<file path="src/rtl/alpu_cache_arbiter.sv">
// Shares one alpu operand cache port between NUM_REQ requesters, retrying unacknowledged writes.
// Build option: define ALPU_ARB_FIXED_PRIORITY_EN for lowest-index-wins arbitration instead of round-robin.
module alpu_cache_arbiter #(
    parameter int unsigned NUM_REQ    = 4,
    parameter int unsigned DATA_WIDTH = 16,
    parameter int unsigned ADDR_WIDTH = 8,
    parameter int unsigned MAX_RETRY  = 3
) (
    input  logic                            clk,
    input  logic                            reset_n,
    input  logic [NUM_REQ-1:0]              req_valid_i,
    input  logic [NUM_REQ-1:0]              req_we_i,
    input  logic [NUM_REQ*ADDR_WIDTH-1:0]   req_addr_i,
    input  logic [NUM_REQ*DATA_WIDTH-1:0]   req_wdata_i,
    output logic [NUM_REQ-1:0]              req_ready_o,
    output logic [NUM_REQ-1:0]              rsp_valid_o,
    output logic [DATA_WIDTH-1:0]           rsp_rdata_o,
    output logic                            rsp_ok_o,
    output logic                            cache_ce_o,
    output logic                            cache_we_o,
    output logic [ADDR_WIDTH-1:0]           cache_addr_o,
    output logic [DATA_WIDTH-1:0]           cache_wdata_o,
    input  logic [DATA_WIDTH-1:0]           cache_rdata_i,
    input  logic                            cache_rvalid_i,
    input  logic                            cache_wack_i
);
    localparam int unsigned IDW = (NUM_REQ > 1) ? $clog2(NUM_REQ) : 1;
    localparam int unsigned RW  = 4;

    typedef enum logic [1:0] { IDLE, ISSUE, CHECK } state_e;

    state_e                 state_q, state_d;
    logic [IDW-1:0]         owner_q, owner_d;
    logic                   we_q, we_d;
    logic [ADDR_WIDTH-1:0]  addr_q, addr_d;
    logic [DATA_WIDTH-1:0]  wdata_q, wdata_d;
    logic [RW-1:0]          retry_q, retry_d;

    logic                   gnt_found;
    logic [IDW-1:0]         gnt_idx;
    logic                   accept;
    logic                   sel_we;
    logic [ADDR_WIDTH-1:0]  sel_addr;
    logic [DATA_WIDTH-1:0]  sel_wdata;

`ifdef ALPU_ARB_FIXED_PRIORITY_EN
    // Descending scan: the last hit, i.e. the lowest valid index, wins.
    always_comb begin
        gnt_found = 1'b0;
        gnt_idx   = '0;
        for (int i = int'(NUM_REQ) - 1; i >= 0; i--) begin
            if (req_valid_i[i]) begin
                gnt_found = 1'b1;
                gnt_idx   = IDW'(i);
            end
        end
    end
`else
    logic [IDW-1:0] last_q;
    logic [IDW-1:0] cand;

    // Scan from farthest to nearest after last_q so the first valid index above last_q wins.
    always_comb begin
        gnt_found = 1'b0;
        gnt_idx   = '0;
        cand      = '0;
        for (int k = int'(NUM_REQ); k >= 1; k--) begin
            cand = IDW'((int'(last_q) + k) % int'(NUM_REQ));
            if (req_valid_i[cand]) begin
                gnt_found = 1'b1;
                gnt_idx   = cand;
            end
        end
    end

    always_ff @(posedge clk or negedge reset_n) begin
        if (!reset_n) begin
            last_q <= IDW'(NUM_REQ - 1);
        end else if (accept) begin
            last_q <= gnt_idx;
        end
    end
`endif

    // Gating with reset_n keeps the accept pulse low while reset is held.
    assign accept = (state_q == IDLE) && gnt_found && reset_n;

    always_comb begin
        sel_we    = 1'b0;
        sel_addr  = '0;
        sel_wdata = '0;
        for (int i = 0; i < int'(NUM_REQ); i++) begin
            if (gnt_idx == IDW'(i)) begin
                sel_we    = req_we_i[i];
                sel_addr  = req_addr_i[i*ADDR_WIDTH +: ADDR_WIDTH];
                sel_wdata = req_wdata_i[i*DATA_WIDTH +: DATA_WIDTH];
            end
        end
    end

    always_ff @(posedge clk or negedge reset_n) begin
        if (!reset_n) begin
            state_q <= IDLE;
            owner_q <= '0;
            we_q    <= 1'b0;
            addr_q  <= '0;
            wdata_q <= '0;
            retry_q <= '0;
        end else begin
            state_q <= state_d;
            owner_q <= owner_d;
            we_q    <= we_d;
            addr_q  <= addr_d;
            wdata_q <= wdata_d;
            retry_q <= retry_d;
        end
    end

    // Next state and response; cache flags are sampled in CHECK, one cycle after the ce pulse.
    always_comb begin
        state_d     = state_q;
        owner_d     = owner_q;
        we_d        = we_q;
        addr_d      = addr_q;
        wdata_d     = wdata_q;
        retry_d     = retry_q;
        req_ready_o = '0;
        rsp_valid_o = '0;
        rsp_rdata_o = '0;
        rsp_ok_o    = 1'b0;
        cache_ce_o  = 1'b0;
        cache_we_o  = 1'b0;
        case (state_q)
            IDLE: begin
                if (accept) begin
                    req_ready_o[gnt_idx] = 1'b1;
                    owner_d = gnt_idx;
                    we_d    = sel_we;
                    addr_d  = sel_addr;
                    wdata_d = sel_wdata;
                    retry_d = '0;
                    state_d = ISSUE;
                end
            end
            ISSUE: begin
                cache_ce_o = 1'b1;
                cache_we_o = we_q;
                state_d    = CHECK;
            end
            CHECK: begin
                state_d = IDLE;
                if (!we_q) begin
                    rsp_valid_o[owner_q] = 1'b1;
                    rsp_rdata_o          = cache_rdata_i;
                    rsp_ok_o             = cache_rvalid_i;
                end else if (cache_wack_i) begin
                    rsp_valid_o[owner_q] = 1'b1;
                    rsp_ok_o             = 1'b1;
                end else if (retry_q < RW'(MAX_RETRY)) begin
                    retry_d = RW'(retry_q + RW'(1));
                    state_d = ISSUE;
                end else begin
                    rsp_valid_o[owner_q] = 1'b1;
                end
            end
            default: state_d = IDLE;
        endcase
    end

    assign cache_addr_o  = addr_q;
    assign cache_wdata_o = wdata_q;

endmodule
</file>
<file path="config.mk">
export PLATFORM = sky130hd
export DESIGN_NAME = alpu_cache_arbiter
export DESIGN_NICKNAME = d
export VERILOG_FILES = /design/src/rtl/alpu_cache_arbiter.sv
export SDC_FILE = /design/constraint.sdc
export NUM_CORES = 1
export LEC_CHECK = 0
export ABC_AREA = 1
export CAP_MARGIN = 0
export CORE_ASPECT_RATIO = 0.8
export CORE_MARGIN = 2
export CORE_UTILIZATION = 40
export CTS_CLUSTER_SIZE = 14
export DETAILED_ROUTE_END_ITERATION = 16
export PLACE_DENSITY = 0.87
export SLEW_MARGIN = 10
export SYNTH_ARGS = -nofsm -noshare
export SYNTH_HDL_FRONTEND = slang
export SYNTH_SLANG_ARGS = --single-unit
</file>
<file path="constraint.sdc">
create_clock -name clk -period 5.64 [get_ports clk]
set_clock_uncertainty 0.1 [all_clocks]
set_input_delay 1.41 -clock clk [delete_from_list [all_inputs] [get_ports clk]]
set_output_delay 1.41 -clock clk [all_outputs]
set_load 0.005 [all_outputs]
</file>
==> impl_metrics.csv <==
group,metric,value,unit
outcome,status,"completed",
timing,hold_viol_final,0,
clocking,clockRootBuffer,"clkbuf_8",
timing,max_clock_freq,0.190,GHz
global_routing,grt_pass1_wl,14900,µm
logic_synthesis,netlist_area,2730,µm²
logic_synthesis,syn_inst,438,
route,wire_per_inst,13.8,µm
setup_path,cpLargestDelayFamily,"buffers and inverters",
global_routing,overflow,0,
logic_synthesis,yosys.area_share.xor_xnor,0,%
timing,report.final.slew_viol_count,0,
place,gp_congestion,0.923,
cells_and_area,nets,727,
timing,setup-tns-final,0,ps
logic_synthesis,yosys-top-cells-area,"dfrtp_1, nand2_1, nand3_1",
cells_and_area,synthToLayoutAreaGrowth,67.2,%
floorplan,initial_core_util,41.9,%
setup_path,critPathMaxFanout,26,
clocking,cts_hold_buf,0,
logic_synthesis,synth_top_cell_by_area,"dfrtp_1",
timing,slew_headroom,51.7,%
floorplan,num_rows,26,
pwr,cellLeakagePower,2.15,nW
worst_hold_path,hold_path.class,"reg -> reg",
floorplan,die_area,7500,µm²
logic_synthesis,synthAdderAreaFrac,0.459,%
setup_path,crit_cells,12,
floorplan,core-area,6510,µm²
floorplan,die_x,96.3,µm
logic_synthesis,synth_top_area_share,30.3,%
cells_and_area,fin_util,70.1,%
worst_hold_path,min_delay_path_depth,2,
setup_path,r2r-end,"we_q$_DFFE_PN0P_",
logic_synthesis,synth_top_family_by_area,"simple AND/OR/NAND/NOR gates",
logic_synthesis,synthMuxAreaShare,0,%
timing,worst_pin_slew,718,ps
logic_synthesis,synth_area_per_cell,6.22,µm²
flow_run,drv_cap,0,
route,dr.max_layer_used,"met4",
route,drc,0,
clocking,cts_inserted_buffers,5,
timing,rsz0062_at_grt,"no",
cells_and_area,final_cell_area,4560,µm²
clocking,clk_pin_slew,70,ps
route,drt.antenna.violating_nets,0,
global_routing,grt_pass1_vias,3261,
floorplan,die_h,77.8,µm
cells_and_area,drive_gt1_share,7.63,%
clocking,htree_levels,2,
global_routing,antenna_found_initial,0,
logic_synthesis,synthFlopType,"dfrtp_1",
setup_path,path_buf_inv,5,
pwr,max-vdd-ir-drop,0.269,mV
route,wl_met1,3860,µm
place,post_dp_cell_area,4480,µm²
place,io_buffers,174,
route,first_iter_violations,135,
floorplan,io_pins,175,
route,vias,3345,
setup_path,r2r_slack,3080,ps
route,vias_per_cell,4.87,
clocking,postCtsResizedCells,0,
logic_synthesis,synth_compound_gate_area_share,6.06,%
setup_path,required,4130,ps
clocking,cts_sinks,35,
setup_path,cp-endpoint,"req_ready_o[0]",
pwr,power.density,543,nW/µm²
route,wirelength,9510,µm
setup_path,criticalPathCategory,"in -> out",
logic_synthesis,netlist_top_cells_count,"nand2_1, nor2_1, inv_1, nand3_1, dfrtp_1",
clocking,clkLatencyLatePin,270,ps
setup_path,path_cells,"clkdlybuf4s50_1, inv_1, nand2_1, nand3_1, clkinv_1, nor2_1, nand2_1, nand3_4, buf_4, nand3_1, nor2_1, clkdlybuf4s50_1",
logic_synthesis,syn_nets,563,
setup_path,crit_path_start,"req_valid_i[3]",
setup_path,critPathCaptureType,"primary output",
setup_path,slowest_delay,520,ps
timing,fin_crit_sh,93.3,%
route,wl_met3,947,µm
clocking,clock_path_buffers,2,
global_routing,grt_max_degree,38,
place,dp_hpwl,7440,µm
logic_synthesis,yosys.area_share.simple,49.9,%
setup_path,start_kind,"input port",
clocking,post_cts.repair.setup_buffers,0,
setup_path,cp.arrival,3750,ps
logic_synthesis,synthMostInstantiatedCell,"nand2_1",
logic_synthesis,ys_ff_latch,35,
timing,final-setup-viol-count,0,
logic_synthesis,ys_warn_count,0,
setup_path,slowest_stage,"clkdlybuf4s50_1",
route,first_pass_iters,5,
logic_synthesis,ys_async_sr_fraction,100,%
route,met2WireLength,4610,µm
clocking,cts_tree,"done",
global_routing,grt_usage,25.2,%
logic_synthesis,synth_seq_area_share,32.2,%
cells_and_area,diodes,0,
setup_path,ff2ff_path_depth,14,
logic_synthesis,synth_edf_count,0,
timing,layout_min_cycle_time,5260,ps
logic_synthesis,netlist-cell-type-count,31,
cells_and_area,num-fill-cells,522,
setup_path,r2r_start,"last_q[0]$_DFFE_PN1P_",
-- final cells by class --
class	instances	area, µm²	share of cell area [%]
Timing Repair Buffer	177	1760	38.6
Multi-Input combinational cell	332	1540	33.8
Sequential cell	35	878	19.3
Inverter	51	195	4.28
Tap cell	84	105	2.31
Clock buffer	7	76.3	1.67
Clock inverter	1	5.00	0.110
-- worst min path at each step --
stage,from,end,slack (ps)
detailed placement,retry_q[2]$_DFFE_PN0P_,retry_q[2]$_DFFE_PN0P_,350
global placement,retry_q[2]$_DFFE_PN0P_,retry_q[2]$_DFFE_PN0P_,350
CTS,retry_q[2]$_DFFE_PN0P_,retry_q[2]$_DFFE_PN0P_,370
floorplan,retry_q[2]$_DFFE_PN0P_,retry_q[2]$_DFFE_PN0P_,330
finish,retry_q[2]$_DFFE_PN0P_,retry_q[2]$_DFFE_PN0P_,370
global route,retry_q[2]$_DFFE_PN0P_,retry_q[2]$_DFFE_PN0P_,410
-- metal layers --
metal	global-route usage, %	vias up
met1	31.7	1475
met5	0	-
li1	-	1693
met3	4.95	8
met4	6.62	0
met2	43.6	169
-- worst register-to-register path, delay by kind of cell, from the launching register on --
kind | cells | cell delay [ps]
and+or+nand+nor | 12 | 1570
DFF | 1 | 600
buffers and inverters | 2 | 210
-- state kept, by name, indices dropped and copies added (netlist names) --
name,cells
cache_addr_o,8
last_q,2
retry_q,4
we_q,1
owner_q,2
state_q,2
cache_wdata_o,16
-- cell families (layout without fill, tap and decap cells) --
group,Yosys count,in the layout
adders and majority gates,1,1
AOI/OAI and AO/OA,33,33
and+or+nand+nor,298,298
DFF,35,35
buffers and inverters,71,236
-- report_power, final --
| group | total (mW) | internal (mW) | switching, mW |
|---|---|---|---|
| clock network | 0.176 | 0.0868 | 0.0893 |
| registers | 0.448 | 0.375 | 0.0736 |
| logic | 1.85 | 0.728 | 1.13 |
-- layout by cell type (no fill, tap or decap) --
| master | Yosys | final |
|---|---|---|
| nor3_1 | 1 | 1 |
| clkinv_1 | 4 | 4 |
| ha_1 | 1 | 1 |
| a21oi_1 | 4 | 4 |
| buf_2 | 10 | 1 |
| nand3_4 | 3 | 3 |
| nand4_1 | 11 | 11 |
| dfrtp_1 | 33 | 33 |
| nor2_4 | 3 | 3 |
| or2_2 | 10 | 10 |
| nor2_2 | 2 | 3 |
| nand2_2 | 5 | 5 |
| buf_4 | 3 | 3 |
| nor2_1 | 53 | 52 |
| o21ai_1 | 17 | 17 |
| inv_1 | 41 | 41 |
| nand3_1 | 41 | 41 |
| nand2_1 | 159 | 159 |
| o21ai_0 | 12 | 12 |
| nand2_4 | 3 | 3 |
| inv_4 | 1 | 1 |
| clkbuf_1 | 4 | 2 |
| clkbuf_8 | 0 | 5 |
| inv_2 | 4 | 4 |
| nand3b_1 | 1 | 1 |
| clkinv_2 | 1 | 2 |
| or2_0 | 2 | 2 |
| dfstp_2 | 2 | 2 |
| nor4_1 | 3 | 3 |
| nand2_8 | 1 | 1 |
| clkdlybuf4s50_1 | 0 | 173 |
-- metrics by stage --
stage	power, mW	hold WS, ps	setup slack (ps)	std cells
2_1_floorplan	1.74	329	1620	438
3_3_place_gp	2.23	346	526	679
3_5_place_dp	2.29	354	435	679
4_1_cts	2.48	373	420	687
5_1_grt	2.75	408	218	687
6_report	2.48	369	381	687
(Power assumes the default switching activity.)
